[src/rtl/conv_operand_loader.sv]
// Operand-side sequencer: collects a 25-byte tile+kernel stream, issues 14 packed
// operand words to the ALU, then unpacks the 32-bit result into four output bytes.
module conv_operand_loader #(
    parameter int RES_TIMEOUT = 255,
    parameter int MARK_BIT    = 16
) (
    input  logic        clk,
    input  logic        rst_n,
    input  logic        in_valid,
    output logic        in_ready,
    input  logic [7:0]  in_data,
    output logic        op_valid,
    input  logic        op_ready,
    output logic [31:0] op_word,
    output logic        op_last,
    input  logic        res_valid,
    output logic        res_ready,
    input  logic [31:0] res_data,
    output logic        out_valid,
    input  logic        out_ready,
    output logic [7:0]  out_data,
    output logic        out_last,
    output logic        busy,
    output logic [15:0] tile_count,
    output logic        err
);

    typedef enum logic [1:0] {LOAD, SEND, WAIT_RES, DRAIN} state_t;

    localparam int          NBYTES      = 25;
    localparam int          NWORDS      = 14;
    localparam logic [31:0] MARK        = 32'(1) << MARK_BIT;
    localparam logic [15:0] TIMEOUT_VAL = 16'(RES_TIMEOUT);
    localparam logic [4:0]  LAST_BYTE   = 5'(NBYTES - 1);
    localparam logic [3:0]  LAST_WORD   = 4'(NWORDS - 1);

    state_t           state_reg, state_next;
    logic [4:0]       cnt_reg;
    logic [3:0]       idx_reg;
    logic [1:0]       byte_idx_reg;
    logic [15:0]      timer_reg;
    logic [31:0]      op_word_reg;
    logic [3:0][7:0]  res_reg;
    logic [15:0]      tile_count_reg;
    logic             err_reg;
    logic [7:0]       byte_buf [0:NBYTES-1];
    logic [31:0]      word_tab [0:NWORDS-1];
    logic             timer_expired;

    assign timer_expired = !res_valid && ((timer_reg + 16'd1) == TIMEOUT_VAL);

    // Fixed packing: 9 byte pairs, then the remaining 7 bytes alternate single / pair.
    genvar gi;
    generate
        for (gi = 0; gi < NWORDS; gi++) begin : g_pack
            localparam int HI = (gi < 9)   ? 2*gi :
                                (gi == 9)  ? 18 :
                                (gi == 10) ? 19 :
                                (gi == 11) ? 21 :
                                (gi == 12) ? 22 : 24;
            localparam int LO = (gi < 9) ? 2*gi + 1 : (gi == 10) ? 20 : 23;
            localparam bit HAS_LO = (gi < 9) || (gi == 10) || (gi == 12);
            if (HAS_LO) begin : g_pair
                assign word_tab[gi] = MARK | {16'h0000, byte_buf[HI], byte_buf[LO]};
            end else begin : g_single
                assign word_tab[gi] = MARK | {16'h0000, byte_buf[HI], 8'h00};
            end
        end
    endgenerate

    always_ff @(posedge clk or negedge rst_n) begin
        if (!rst_n) begin
            state_reg <= LOAD;
        end else begin
            state_reg <= state_next;
        end
    end

    always_comb begin
        state_next = state_reg;
        unique case (state_reg)
            LOAD:     if (in_valid && cnt_reg == LAST_BYTE) state_next = SEND;
            SEND:     if (op_ready && idx_reg == LAST_WORD) state_next = WAIT_RES;
            WAIT_RES: begin
                if (res_valid) begin
                    state_next = DRAIN;
                end else if (timer_expired) begin
                    state_next = LOAD;
                end
            end
            DRAIN:    if (out_ready && byte_idx_reg == 2'd3) state_next = LOAD;
            default:  state_next = LOAD;
        endcase
    end

    always_comb begin
        in_ready  = 1'b0;
        op_valid  = 1'b0;
        res_ready = 1'b0;
        out_valid = 1'b0;
        op_last   = 1'b0;
        out_last  = 1'b0;
        unique case (state_reg)
            LOAD:     in_ready = 1'b1;
            SEND: begin
                op_valid = 1'b1;
                op_last  = (idx_reg == LAST_WORD);
            end
            WAIT_RES: res_ready = 1'b1;
            DRAIN: begin
                out_valid = 1'b1;
                out_last  = (byte_idx_reg == 2'd3);
            end
            default:  in_ready = 1'b0;
        endcase
    end

    // Byte buffer is never read before being rewritten, so it carries no reset.
    always_ff @(posedge clk) begin
        if (state_reg == LOAD && in_valid) begin
            byte_buf[cnt_reg] <= in_data;
        end
    end

    always_ff @(posedge clk or negedge rst_n) begin
        if (!rst_n) begin
            cnt_reg        <= '0;
            idx_reg        <= '0;
            byte_idx_reg   <= '0;
            timer_reg      <= '0;
            op_word_reg    <= '0;
            res_reg        <= '0;
            tile_count_reg <= '0;
            err_reg        <= 1'b0;
        end else begin
            unique case (state_reg)
                LOAD: begin
                    if (in_valid) begin
                        if (cnt_reg == LAST_BYTE) begin
                            cnt_reg     <= '0;
                            idx_reg     <= '0;
                            op_word_reg <= word_tab[0];
                        end else begin
                            cnt_reg <= cnt_reg + 5'd1;
                        end
                    end
                end
                SEND: begin
                    if (op_ready) begin
                        if (idx_reg == LAST_WORD) begin
                            timer_reg <= '0;
                        end else begin
                            idx_reg     <= idx_reg + 4'd1;
                            op_word_reg <= word_tab[idx_reg + 4'd1];
                        end
                    end
                end
                WAIT_RES: begin
                    if (res_valid) begin
                        res_reg      <= res_data;
                        byte_idx_reg <= '0;
                    end else if (timer_expired) begin
                        err_reg <= 1'b1;
                        cnt_reg <= '0;
                    end else begin
                        timer_reg <= timer_reg + 16'd1;
                    end
                end
                DRAIN: begin
                    if (out_ready) begin
                        byte_idx_reg <= byte_idx_reg + 2'd1;
                        if (byte_idx_reg == 2'd3) begin
                            tile_count_reg <= tile_count_reg + 16'd1;
                            cnt_reg        <= '0;
                        end
                    end
                end
                default: cnt_reg <= '0;
            endcase
        end
    end

    // Result bytes go out most-significant first.
    assign out_data   = res_reg[2'd3 - byte_idx_reg];
    assign op_word    = op_word_reg;
    assign busy       = (state_reg != LOAD) || (cnt_reg != 5'd0);
    assign tile_count = tile_count_reg;
    assign err        = err_reg;

endmodule
[config.mk]
export PLATFORM = sky130hd
export DESIGN_NAME = conv_operand_loader
export DESIGN_NICKNAME = d
export VERILOG_FILES = /design/src/rtl/conv_operand_loader.sv
export SDC_FILE = /design/constraint.sdc
export NUM_CORES = 1
export LEC_CHECK = 0
export ABC_AREA = 1
export BUFFER_PORTS_ARGS = -buffer_cell sky130_fd_sc_hd__buf_4
export CAP_MARGIN = 20
export CORE_ASPECT_RATIO = 1.4
export CORE_UTILIZATION = 40
export CTS_CLUSTER_SIZE = 40
export DETAILED_ROUTE_END_ITERATION = 12
export PLACE_DENSITY = 0.65
export SLEW_MARGIN = 10
export SYNTH_ARGS = -nofsm -noshare
export SYNTH_HDL_FRONTEND = slang
export SYNTH_SLANG_ARGS = --single-unit
[constraint.sdc]
create_clock -name clk -period 4.05 [get_ports clk]
set_input_delay 0.2025 -clock clk [delete_from_list [all_inputs] [get_ports clk]]
set_output_delay 0.2025 -clock clk [all_outputs]
set_load 0.005 [all_outputs]
---- Yosys cells after proc, flatten, opt, wreduce, memory -nomap -nowiden ----
Memory sizes are Yosys's and may differ from the RTL's.
Index checks and enable logic that the tools add are counted.
operators by class
  multiplexer cells ....................... 44
  reduce and logical (&&, ||, !) cells .... 22
  magnitude comparators ................... 2
  $add $sub $neg .......................... 6
  eq/ne operators ......................... 22
  bitwise gates (word level) .............. 2
operators with widths
  operator               number
  $mux 32                6
  $bmux 32 s4            1
  $mux 16                4
  $pmux 32 s2            1
  $add 16x1->16 const B  2
  $pmux 16 s2            1
  $mux 5                 6
  $ne 2x2->1 const B     13
  $bmux 8 s2             1
  $eq 16x8->1 const B    1
  $mux 4                 4
  $pmux 5 s3             1
  $mux 2                 7
  $reduce_and 5->1       2
  $reduce_and 3->1       3
  $mux 1                 8
  $mux 8                 1
  $pmux 2 s4             1
  $pmux 4 s2             1
  $reduce_bool 2->1      4
  $eq 2x2->1 const B     3
  $reduce_and 6->1       1
  $add 5x1->5 const B    1
  $eq 5x5->1 const B     1
  20 further kinds       24
word-level totals
  output and inout bits ................... 64
  register bits ........................... 110
  input port bits ......................... 46
  memories kept ........................... 1
  RAM bits ................................ 200
memory list
  memory    depth  width  read ports  clocked after Yosys merged registers in  write ports  RTL line  source
  byte_buf  25     8      25          0                                        1            46        logic [7:0] byte_buf [0:NBYTES-1];

---- Logic depth before layout (Yosys ltp) ----
Gate-level depths: netlist of run 1.
  word-level depth ........................ 8
  gate-level depth with buffers ........... 17
  depth with buffers taken out ............ 16

---- Worst setup path before layout of run 1 ----
Ideal clock, no wire load.
  path type ............................... register to register
  from .................................... register timer_reg[1]
  to ...................................... register timer_reg[10]
  cell stages (with the launch flop) ...... 16
  slack ................................... 2082 ps
  library setup time ...................... 117 ps
  path buffers ............................ 1
  arrival time ............................ 1852 ps
  path through ............................ dfrtp_1 > ha_1 > nand2_1 > nor2_2 > nand3_1 > nand2_1 > nand2_1 > nor2_1 > nand2_1 > nor2_1 > nand2_1 > nand2_2 > nand2_4 > buf_2 > nand3_1 > nand2_1
between the ends
  longest elaborated chain between the ends .. 5
RTL lines
  what                               RTL line  source
  start, declared                    41        logic [15:0] timer_reg;
  start signal, assigned             166       timer_reg <= timer_reg + 16'd1;
  $add 16x1->16 *                    50, 166
  $eq 16x8->1                        50        assign timer_expired = !res_valid && ((timer_reg + 16'd1) == TIMEOUT_VAL);
  $logic_and 1x1->1                  50
  $ne 2x2->1 (no source line)        -
  $reduce_and 5->1 (no source line)  -
Every way passes the cells marked *; elsewhere a longest branch is shown, timed or not. The select of a mux whose other input is x is not followed.
A chain may end at the register's enable or synchronous reset.

---- Final worst setup path of run 1 ----
  from .................................... register idx_reg[0]
  to ...................................... register op_word_reg[11] (netlist: op_word[11])
between the ends
  longest elaborated chain between the ends .. 8
RTL lines
  what                                         RTL line  source
  start, declared                              39        logic [3:0] idx_reg;
  start signal, assigned                       153       idx_reg <= idx_reg + 4'd1;
  $add 4x1->4                                  154       op_word_reg <= word_tab[idx_reg + 4'd1];
  $not 4->5 (not written as such)              154
  $bmux 32 s4                                  154
  $mux 32 (not written as such) (2 in series)  154
  $mux 32                                      150       if (idx_reg == LAST_WORD) begin
  $mux 32                                      149       if (op_ready) begin
  $pmux 32 s2                                  136       unique case (state_reg)
  end signal, assigned                         142       op_word_reg <= word_tab[0];
  end signal, assigned                         154
  end, declared                                42        logic [31:0] op_word_reg;
Several ways; a longest one is shown, not always the timed one. The select of a mux whose other input is x is not followed.

==> impl_metrics.tcl, run 1 <==
set metrics [dict create \
    synthMuxAreaShare_pct 0.709 \
    num_vias 9563 \
    clk_latency_ps 540 \
    grt_pass1_wl_um 51700 \
    ant_nets 0 \
    ioPinCount 110 \
    synth_enable_flop_cells 200 \
    fin_crit_ps 3110 \
    end_kind "flop" \
    root_buffer "clkbuf_16" \
    p_leak_nw 5.95 \
    place_area_um2 13900 \
    start_util_pct 40.8 \
    slowest_stage "dfrtp_2" \
    nets 1413 \
    synth_cell_types 39 \
    core_um2 31600 \
    async_flop_share_pct 32.2 \
    grt_overflow_total 0 \
    finalSetupViolCount 0 \
    combPwrFrac_pct 32.2 \
    relSlewSlack_pct 34.0 \
    crit_path_frequent_cell "o21ai_0" \
    avgSynthCellArea_um2 10.4 \
    crit_type "flop to flop" \
    die_height_um 214 \
    worst_ep_arrival_time_ps 3530 \
    dr.pass1.iters 4 \
    cts_buffer_depth 3 \
    start_kind "flop" \
    track_usage_pct 20.1 \
    synth_adder_area_share_pct 0.971 \
    ys_seq_area_share_pct 65.1 \
    cts_tree "done" \
    drt_iter0_drc 504 \
    ys.flop_type "edfxtp_1" \
    p_sw_mw 3.34 \
    final_cell_area_um2 15100 \
    dp.cells 1687 \
    irDropWorstVdd_uv 485 \
    rsz0062_at_grt "no" \
    hold_violations 0 \
    die_w_um 154 \
    fin_util_pct 47.9 \
    grt_pass1_vias 9663 \
    path_buf_inv 4 \
    yosysWarnings 0 \
    synth_xor_area_share_pct 1.43 \
    synth_top_family_by_area "simple AND/OR/NAND/NOR gates" \
    fin_worst_skew_ps 8.35 \
    htreeDepth 1 \
    r2r-end "op_word[11]" \
    power.share.sequential_pct 40.6 \
    r2r_cells 9 \
    crit_required_ps 4480 \
    critical_path_peak_fanout 72 \
    intPower_mw 6.11 \
    syn_to_final_growth_pct 17.4 \
    p_sw_share_pct 35.3 \
    cts.sinks 295 \
    antenna_found_initial 0 \
    globalplace.congestion 0.878 \
    min-delay-start "res_valid" \
    yosys.area_share.simple_pct 17.0 \
    p_clk_share_pct 27.1 \
    post_cts_buffers 0 \
    num_rows 77 \
    grt_max_degree 77 \
    hold_path_class "input port to flop" \
    max_stage_delay_ps 680 \
    rr_startpoint "idx_reg[0]" \
    reg2reg_slack_ps 940 \
    clkTransAtPathRegs_ps 60 \
    holdPathEnd "state_reg[1]" \
    hold_depth 5 \
    postRouteWirelength_um 33000 \
    ys_ff_latch 295 \
    diodes 0 \
    status "finished, final reports clean" \
    finalMaxSlewViolations 0 \
    die-area_um2 32900 \
    hold_ws_ps 52.6 \
    drc 0 \
    synth_compound_area_share_pct 10.4 \
    n_fill_cell 2921 \
    wl_per_cell_um 18.6 \
    maxCapViolCount 0 \
    dp_hpwl_um 20900 \
    period_share_pct 76.7 \
    cts_inserted_buffers 29 \
    drive_gt1_share_pct 11.9 \
    setup_tns_ps 0 \
    final_common_cell "nand2_1" \
    max_freq_ghz 0.322 \
    tightest_slew_ps 986 \
    largest_reg_flops 200 \
    syn-cell-area_um2 12900 \
    viasPerCell 5.39 \
    pwr_density_cell_nw_per_um2 624 \
    final_cell_mix "248 x nand2_1, 200 x edfxtp_1, 190 x nor2_1" \
    instances_no_fill 1774 \
    port_buffers 94 \
    path_cells "buf_4 > clkinv_1 > buf_4 > o21ai_0 > o21ai_0 > o2111ai_1 > nand3_1 > o21ai_0 > inv_1" \
    syn_inst 1243 \
    critPathTopFamily "buffers and inverters" \
]
==> layer usage <==
layer / wire length, µm / GRT usage [%]
met1: 12700 / 23.5
met2: 17200 / 37.1
met3: 2070 / 2.89
met4: 946 / 6.93
met5: 0 / 0
==> layout make-up <==
| type | count | area [µm²] | share of cell area [%] |
|---|---|---|---|
| Sequential cell | 295 | 8380 | 55.4 |
| Inverter | 59 | 221 | 1.46 |
| Timing Repair Buffer | 141 | 1140 | 7.56 |
| Tap cell | 395 | 494 | 3.27 |
| Clock inverter | 10 | 96.3 | 0.637 |
| Multi-Input combinational cell | 831 | 4000 | 26.4 |
| Clock buffer | 43 | 788 | 5.21 |
==> power by group through the flow <==
stage,clock network (mW),logic [mW],registers (mW)
floorplan,0,1.98,3.79
global placement,0,2.96,3.89
detailed placement,0,3.01,3.89
CTS,2.61,3.05,3.84
global route,2.72,3.39,3.87
finish,2.56,3.04,3.84
==> synthesized netlist by cell type, types with 2 or more instances <==
library cell | instances | area, µm²
nand3_1 | 64 | 320
o2111ai_1 | 11 | 96.3
edfxtp_1 | 200 | 6010
nand2_1 | 248 | 931
inv_2 | 5 | 18.8
nor3_1 | 16 | 80.1
o22ai_1 | 30 | 188
o21ai_0 | 150 | 751
dfrtp_1 | 95 | 2380
ha_1 | 10 | 125
xor2_1 | 14 | 123
buf_1 | 5 | 18.8
nor2_2 | 5 | 31.3
clkbuf_1 | 45 | 169
xnor2_1 | 7 | 61.3
a21oi_1 | 26 | 130
nor4_1 | 2 | 12.5
a2bb2oi_1 | 3 | 26.3
clkinv_1 | 2 | 7.51
buf_4 | 15 | 113
buf_2 | 5 | 25.0
buf_6 | 2 | 22.5
mux2i_1 | 8 | 80.1
o22a_1 | 5 | 43.8
inv_1 | 52 | 195
nand2_4 | 2 | 22.5
nand4_1 | 8 | 50.1
o221ai_1 | 8 | 70.1
nor2_1 | 190 | 713
==> timing repair <==
item / CTS / global route
gates resized for setup: 0 / 0
hold buffers: 34 / 0
hold endpoints to repair: 104 / 0
endpoints found under the setup margin: 0 / 0
==> stage by stage <==
step                      total power [mW]  setup slack (ps)
final                                 9.45               944
after global routing                  9.98               797
after CTS                             9.49              1000
after detailed placement              6.90              1050
after global placement                6.84              1060
after floorplan                       5.77              2080
==> worst max-delay path by stage <==
stage,startpoint,to,cells past startpoint
2_1_floorplan,timer_reg[1],timer_reg[10],15
3_3_place_gp,idx_reg[0],op_word[11],9
3_5_place_dp,idx_reg[0],op_word[11],9
4_1_cts,idx_reg[0],op_word[11],9
5_1_grt,idx_reg[0],op_word[11],9
6_report,idx_reg[0],op_word[11],9
==> worst min-delay path, cell delays in order <==
cell and delay [ps]:
buf_4 90, nor2_1 50, nand2_1 80, nand3_1 60
nand2_1 70
==> kinds of logic after synthesis <==
family          after synthesis
buf+inv                     131
xor+xnor                     21
other cells                   1
mux                           9
compound gates              237
fa+ha+maj                    10
flops                       295
simple gates                539
Note: power is estimated with default switching activity, not from simulation.
==> inputs of run 2 (changes only) <==
PLACE_DENSITY = 0.67   (was 0.65)
clock period = 2.6 ns   (was 4.05 ns; I/O delays follow)
==> impl_metrics.tcl, run 2 (same netlist as run 1, synthesis figures left out) <==
set metrics [dict create \
    fin_util_pct 49.3 \
    cts_inserted_buffers 29 \
    num_vias 9567 \
    antenna_found_initial 0 \
    drive_gt1_share_pct 14.4 \
    tightest_slew_ps 727 \
    finalSetupViolCount 0 \
    root_buffer "clkbuf_16" \
    grt_pass1_wl_um 50800 \
    path_cells "nand2_1 > nor2_2 > nand4_1 > nor2_1 > and3_1 > nand3_1 > nor2_1 > nand2_1 > xnor2_1" \
    crit_required_ps 3020 \
    rr_startpoint "state_reg[1]" \
    htreeDepth 1 \
    syn_to_final_growth_pct 20.9 \
    min-delay-start "in_data[2]" \
    post_cts_buffers 0 \
    num_rows 77 \
    track_usage_pct 19.6 \
    period_share_pct 87.6 \
    pwr_density_cell_nw_per_um2 965 \
    final_cell_mix "248 x nand2_1, 200 x edfxtp_1, 190 x nor2_1" \
    setup_tns_ps 0 \
    hold_path_class "input port to flop" \
    diodes 0 \
    critical_path_peak_fanout 5 \
    die-area_um2 32900 \
    wl_per_cell_um 17.5 \
    path_buf_inv 0 \
    grt_max_degree 73 \
    clkTransAtPathRegs_ps 70 \
    die_w_um 154 \
    p_leak_nw 6.21 \
    final_common_cell "nand2_1" \
    clk_latency_ps 550 \
    grt_pass1_vias 9613 \
    irDropWorstVdd_uv 584 \
    slowest_stage "dfrtp_1" \
    rsz0062_at_grt "no" \
    finalMaxSlewViolations 0 \
    critPathTopFamily "simple AND/OR/NAND/NOR gates" \
    port_buffers 94 \
    start_kind "flop" \
    crit_type "flop to flop" \
    largest_reg_flops 200 \
    max_stage_delay_ps 440 \
    cts.sinks 295 \
    die_height_um 214 \
    max_freq_ghz 0.439 \
    ant_nets 0 \
    fin_crit_ps 2280 \
    start_util_pct 40.8 \
    postRouteWirelength_um 31700 \
    ioPinCount 110 \
    cp-startpoint "state_reg[1]" \
    relSlewSlack_pct 51.4 \
    dr.pass1.iters 5 \
    viasPerCell 5.27 \
    globalplace.congestion 0.876 \
    end_kind "flop" \
    fin_worst_skew_ps 15.2 \
    drc 0 \
    dp_hpwl_um 20400 \
    core_um2 31600 \
    grt_overflow_total 0 \
    worst_ep_arrival_time_ps 2700 \
    nets 1454 \
    cts_buffer_depth 3 \
    drt_iter0_drc 489 \
    status "finished, final reports clean" \
    maxCapViolCount 0 \
    hold_violations 0 \
    cts_tree "done" \
]
==> run 2: final timing paths <==
check | to | cells past startpoint | slack (ps)
max | tile_count[15] | 9 | 320
min | byte_buf[14][2] | 1 | 3
max reg2reg | tile_count[15] | 9 | 320
min reg2reg | res_reg[22] | 2 | 470
max in group asynchronous | tile_count[11] | 3 | 1750
min in group asynchronous | timer_reg[9] | 2 | 140
==> run 2: routing by layer <==
layer	share of wire (%)	vias up	global-route usage [%]
met4	3.3	0	8.00
li1	-	4576	-
met5	0	-	0
met1	40	4572	24.0
met2	51	343	34.4
met3	5.9	76	2.99
==> run 2: timing repair <==
action                                 in CTS  in global routing
setup endpoints to repair                   0                 14
hold buffers                               42                  0
endpoints found under the hold margin     238                  0
gates resized for setup                     0                  1
==> run 2: worst register-to-register path: stages (launching register included) <==
cell and delay (ps):
dfrtp_1 440, nand2_1 160, nor2_2 250, nand4_1 190
nor2_1 240, and3_1 230, nand3_1 200, nor2_1 230
nand2_1 90, xnor2_1 120
==> run 2: metrics by stage <==
| stage | std cells | hold slack, ps | cell area [µm²] | power [mW] | worst slack, ps |
|---|---|---|---|---|---|
| 2_1_floorplan | 1257 | -166 | 12900 | 8.99 | 632 |
| 3_3_place_gp | 1720 | 186 | 14200 | 10.8 | 381 |
| 3_5_place_dp | 1720 | 188 | 14200 | 10.9 | 324 |
| 4_1_cts | 1815 | 0.122 | 15600 | 15.1 | 312 |
| 5_1_grt | 1815 | 7.88 | 15600 | 15.9 | 5.28 |
| 6_report | 1815 | 2.86 | 15600 | 15.0 | 324 |
==> run 2: final cells by class <==
cell class	count	area (µm²)
clock inverter	17	166
inverter	59	221
timing repair buffer	182	1530
clock buffer	36	772
multi-input combinational	831	4010
sequential	295	8380
fill	2812	16000
tap	395	494
==> run 2: where the power goes <==
| group | switching [mW] | internal (mW) | leakage, nW | total, mW |
|---|---|---|---|---|
| Clock | 1.74 | 2.40 | 0.461 | 4.14 |
| Sequential | 0.353 | 5.55 | 3.02 | 5.91 |
| Combinational | 3.12 | 1.85 | 2.73 | 4.98 |
| Total | 5.22 | 9.81 | 6.21 | 15.0 |
==> inputs of run 3 (changes only) <==
ABC_AREA = default   (was 1)
CORE_UTILIZATION = 25   (was 40)
PLACE_DENSITY = 0.49   (was 0.67)
==> impl_metrics.tcl, run 3 <==
set metrics [dict create \
    num_rows 98 \
    crit_type "flop to flop" \
    start_kind "flop" \
    avgSynthCellArea_um2 14.6 \
    maxCapViolCount 0 \
    ioPinCount 110 \
    track_usage_pct 12.0 \
    yosysMostFrequentCell "edfxtp_1" \
    cts_inserted_buffers 31 \
    num_vias 7966 \
    drc 0 \
    finalSetupViolCount 0 \
    dr.pass1.iters 5 \
    critical_path_peak_fanout 8 \
    synth_cell_types 64 \
    ys_seq_area_share_pct 65.0 \
    final_common_cell "edfxtp_1" \
    ys_ff_latch 295 \
    path_buf_inv 1 \
    max_stage_delay_ps 490 \
    postRouteWirelength_um 31400 \
    fin_crit_ps 2440 \
    wl_per_cell_um 18.1 \
    drive_gt1_share_pct 28.5 \
    hold_violations 0 \
    slowest_stage "dfrtp_1" \
    cts.sinks 295 \
    critPathTopFamily "flip-flops" \
    clkTransAtPathRegs_ps 60 \
    root_buffer "clkbuf_16" \
    finalMaxSlewViolations 0 \
    crit_required_ps 3110 \
    grt_max_degree 50 \
    syn_to_final_growth_pct 24.8 \
    grt_overflow_total 0 \
    max_freq_ghz 0.411 \
    ys_top_cells_by_area "edfxtp_1 47%, dfrtp_1 18%, mux4_2 8.4%" \
    largest_reg_flops 200 \
    viasPerCell 4.60 \
    tightest_slew_ps 659 \
    die_w_um 194 \
    path_cells "ha_1 > and4_1 > nand4_1 > xor2_1 > o2111ai_4 > o21ai_4 > buf_12 > mux2i_1" \
    rsz0062_at_grt "no" \
    hold_ws_ps 79.6 \
    cts_tree "done" \
    finalWorstSetupSlack_ps 165 \
    p_leak_nw 6.06 \
    grt_pass1_vias 8356 \
    power_mw 13.5 \
    end_kind "flop" \
    setup_tns_ps 0 \
    hold_path_class "input port to async pin" \
    ant_nets 0 \
    syn-cell-area_um2 12900 \
    final_cell_mix "200 x edfxtp_1, 147 x buf_4, 109 x nand2_1" \
    core_um2 51000 \
    n_fill_cell 5080 \
    worst_ep_arrival_time_ps 2940 \
    clk_latency_ps 580 \
    synth_enable_flop_cells 200 \
    period_share_pct 93.7 \
    die_height_um 271 \
    synth_top_area_cell "edfxtp_1" \
    fin_worst_skew_ps 16.5 \
    grt_pass1_wl_um 49300 \
    globalplace.congestion 0.761 \
    drt_iter0_drc 500 \
    yosysTopAreaCellShare_pct 46.6 \
    start_util_pct 25.3 \
    port_buffers 94 \
    pwr_density_cell_nw_per_um2 840 \
    dp_hpwl_um 20800 \
    htreeDepth 1 \
    dp_slack_ps 88.4 \
    ys.flop_type "edfxtp_1" \
    yosysWarnings 0 \
    nets 1114 \
    reg2reg_slack_ps 160 \
    async_flop_share_pct 32.2 \
    antenna_found_initial 2 \
    die-area_um2 52500 \
    status "finished, final reports clean" \
    cts_buffer_depth 3 \
    relSlewSlack_pct 55.8 \
    irDropWorstVdd_uv 452 \
    yosys-top-cells-count "200 x edfxtp_1, 109 x nand2_1, 95 x dfrtp_1, 57 x nor2_1, 48 x mux4_2" \
    syn_inst 885 \
]
## run 3: cell type report
type	instances	area, µm²	share of cell area, %
multi-input cells	523	4180	26.0
clock inverters	11	125	0.778
clock buffers	46	893	5.55
repair buffers	197	1650	10.3
well taps	650	813	5.05
flip-flops and latches	295	8390	52.1
inverters	10	37.5	0.233
diodes	1	2.50	0.0156
## run 3: timing repair
action | CTS | global route
buffers inserted | 0 | 1
endpoints found under the setup margin | 0 | 16
hold buffers | 45 | 0
resized for setup | 0 | 2
endpoints found under the hold margin | 284 | 0
## run 3: metrics by stage
| stage | cells | utilization [%] | cell area [µm²] |
|---|---|---|---|
| 6_report | 1733 | 31.5 | 16100 |
| 3_5_place_dp | 1629 | 28.6 | 14600 |
| 4_1_cts | 1731 | 31.5 | 16100 |
| 2_1_floorplan | 899 | - | 12900 |
| 5_1_grt | 1733 | 31.5 | 16100 |
| 3_3_place_gp | 1629 | 28.6 | 14600 |
## run 3: power by group
| group | internal [mW] | switching, mW |
|---|---|---|
| Clock | 2.58 | 1.86 |
| Combinational | 1.61 | 1.91 |
| Sequential | 5.34 | 0.218 |
| Total | 9.52 | 3.99 |
## run 3: worst reg2reg max path, stage by stage (launching register included)
cell and delay, ps:
dfrtp_1 490, ha_1 300, and4_1 290, nand4_1 180, xor2_1 310, o2111ai_4 260
o21ai_4 210, buf_12 150, mux2i_1 170
## run 3: logic make-up (layout without fill, tap and decap cells)
kind of cell	Yosys count	in the layout	synth area share, %
other	1	16	0.0291
and+or+nand+nor	246	246	8.96
DFF	295	295	65.0
buffers and inverters	81	264	3.27
adders and majority gates	10	10	0.970
xor gates and xnor gates	20	20	1.36
AOI/OAI and AO/OA	127	127	7.16
muxes	105	105	13.2
## run 3: final timing paths
kind / endpoint / from / cells after the start
worst max-delay path: timer_reg[0] / timer_reg[0] / 8
worst min-delay path: res_reg[26] / rst_n / 2
worst max register to register: timer_reg[0] / timer_reg[0] / 8
worst min register to register: tile_count[15] / tile_count[15] / 1
max in group asynchronous: op_word[16] / rst_n / 3
min in group clk: idx_reg[0] / op_ready / 4
## run 3: layer usage
| layer | part of all wire [%] | vias to the layer above | global-route usage (%) |
|---|---|---|---|
| met3 | 4.6 | 33 | 2.24 |
| met4 | 1.6 | 2 | 3.22 |
| met2 | 50 | 183 | 21.0 |
| li1 | - | 3689 | - |
| met5 | 0.041 | - | 0 |
| met1 | 44 | 4059 | 14.9 |
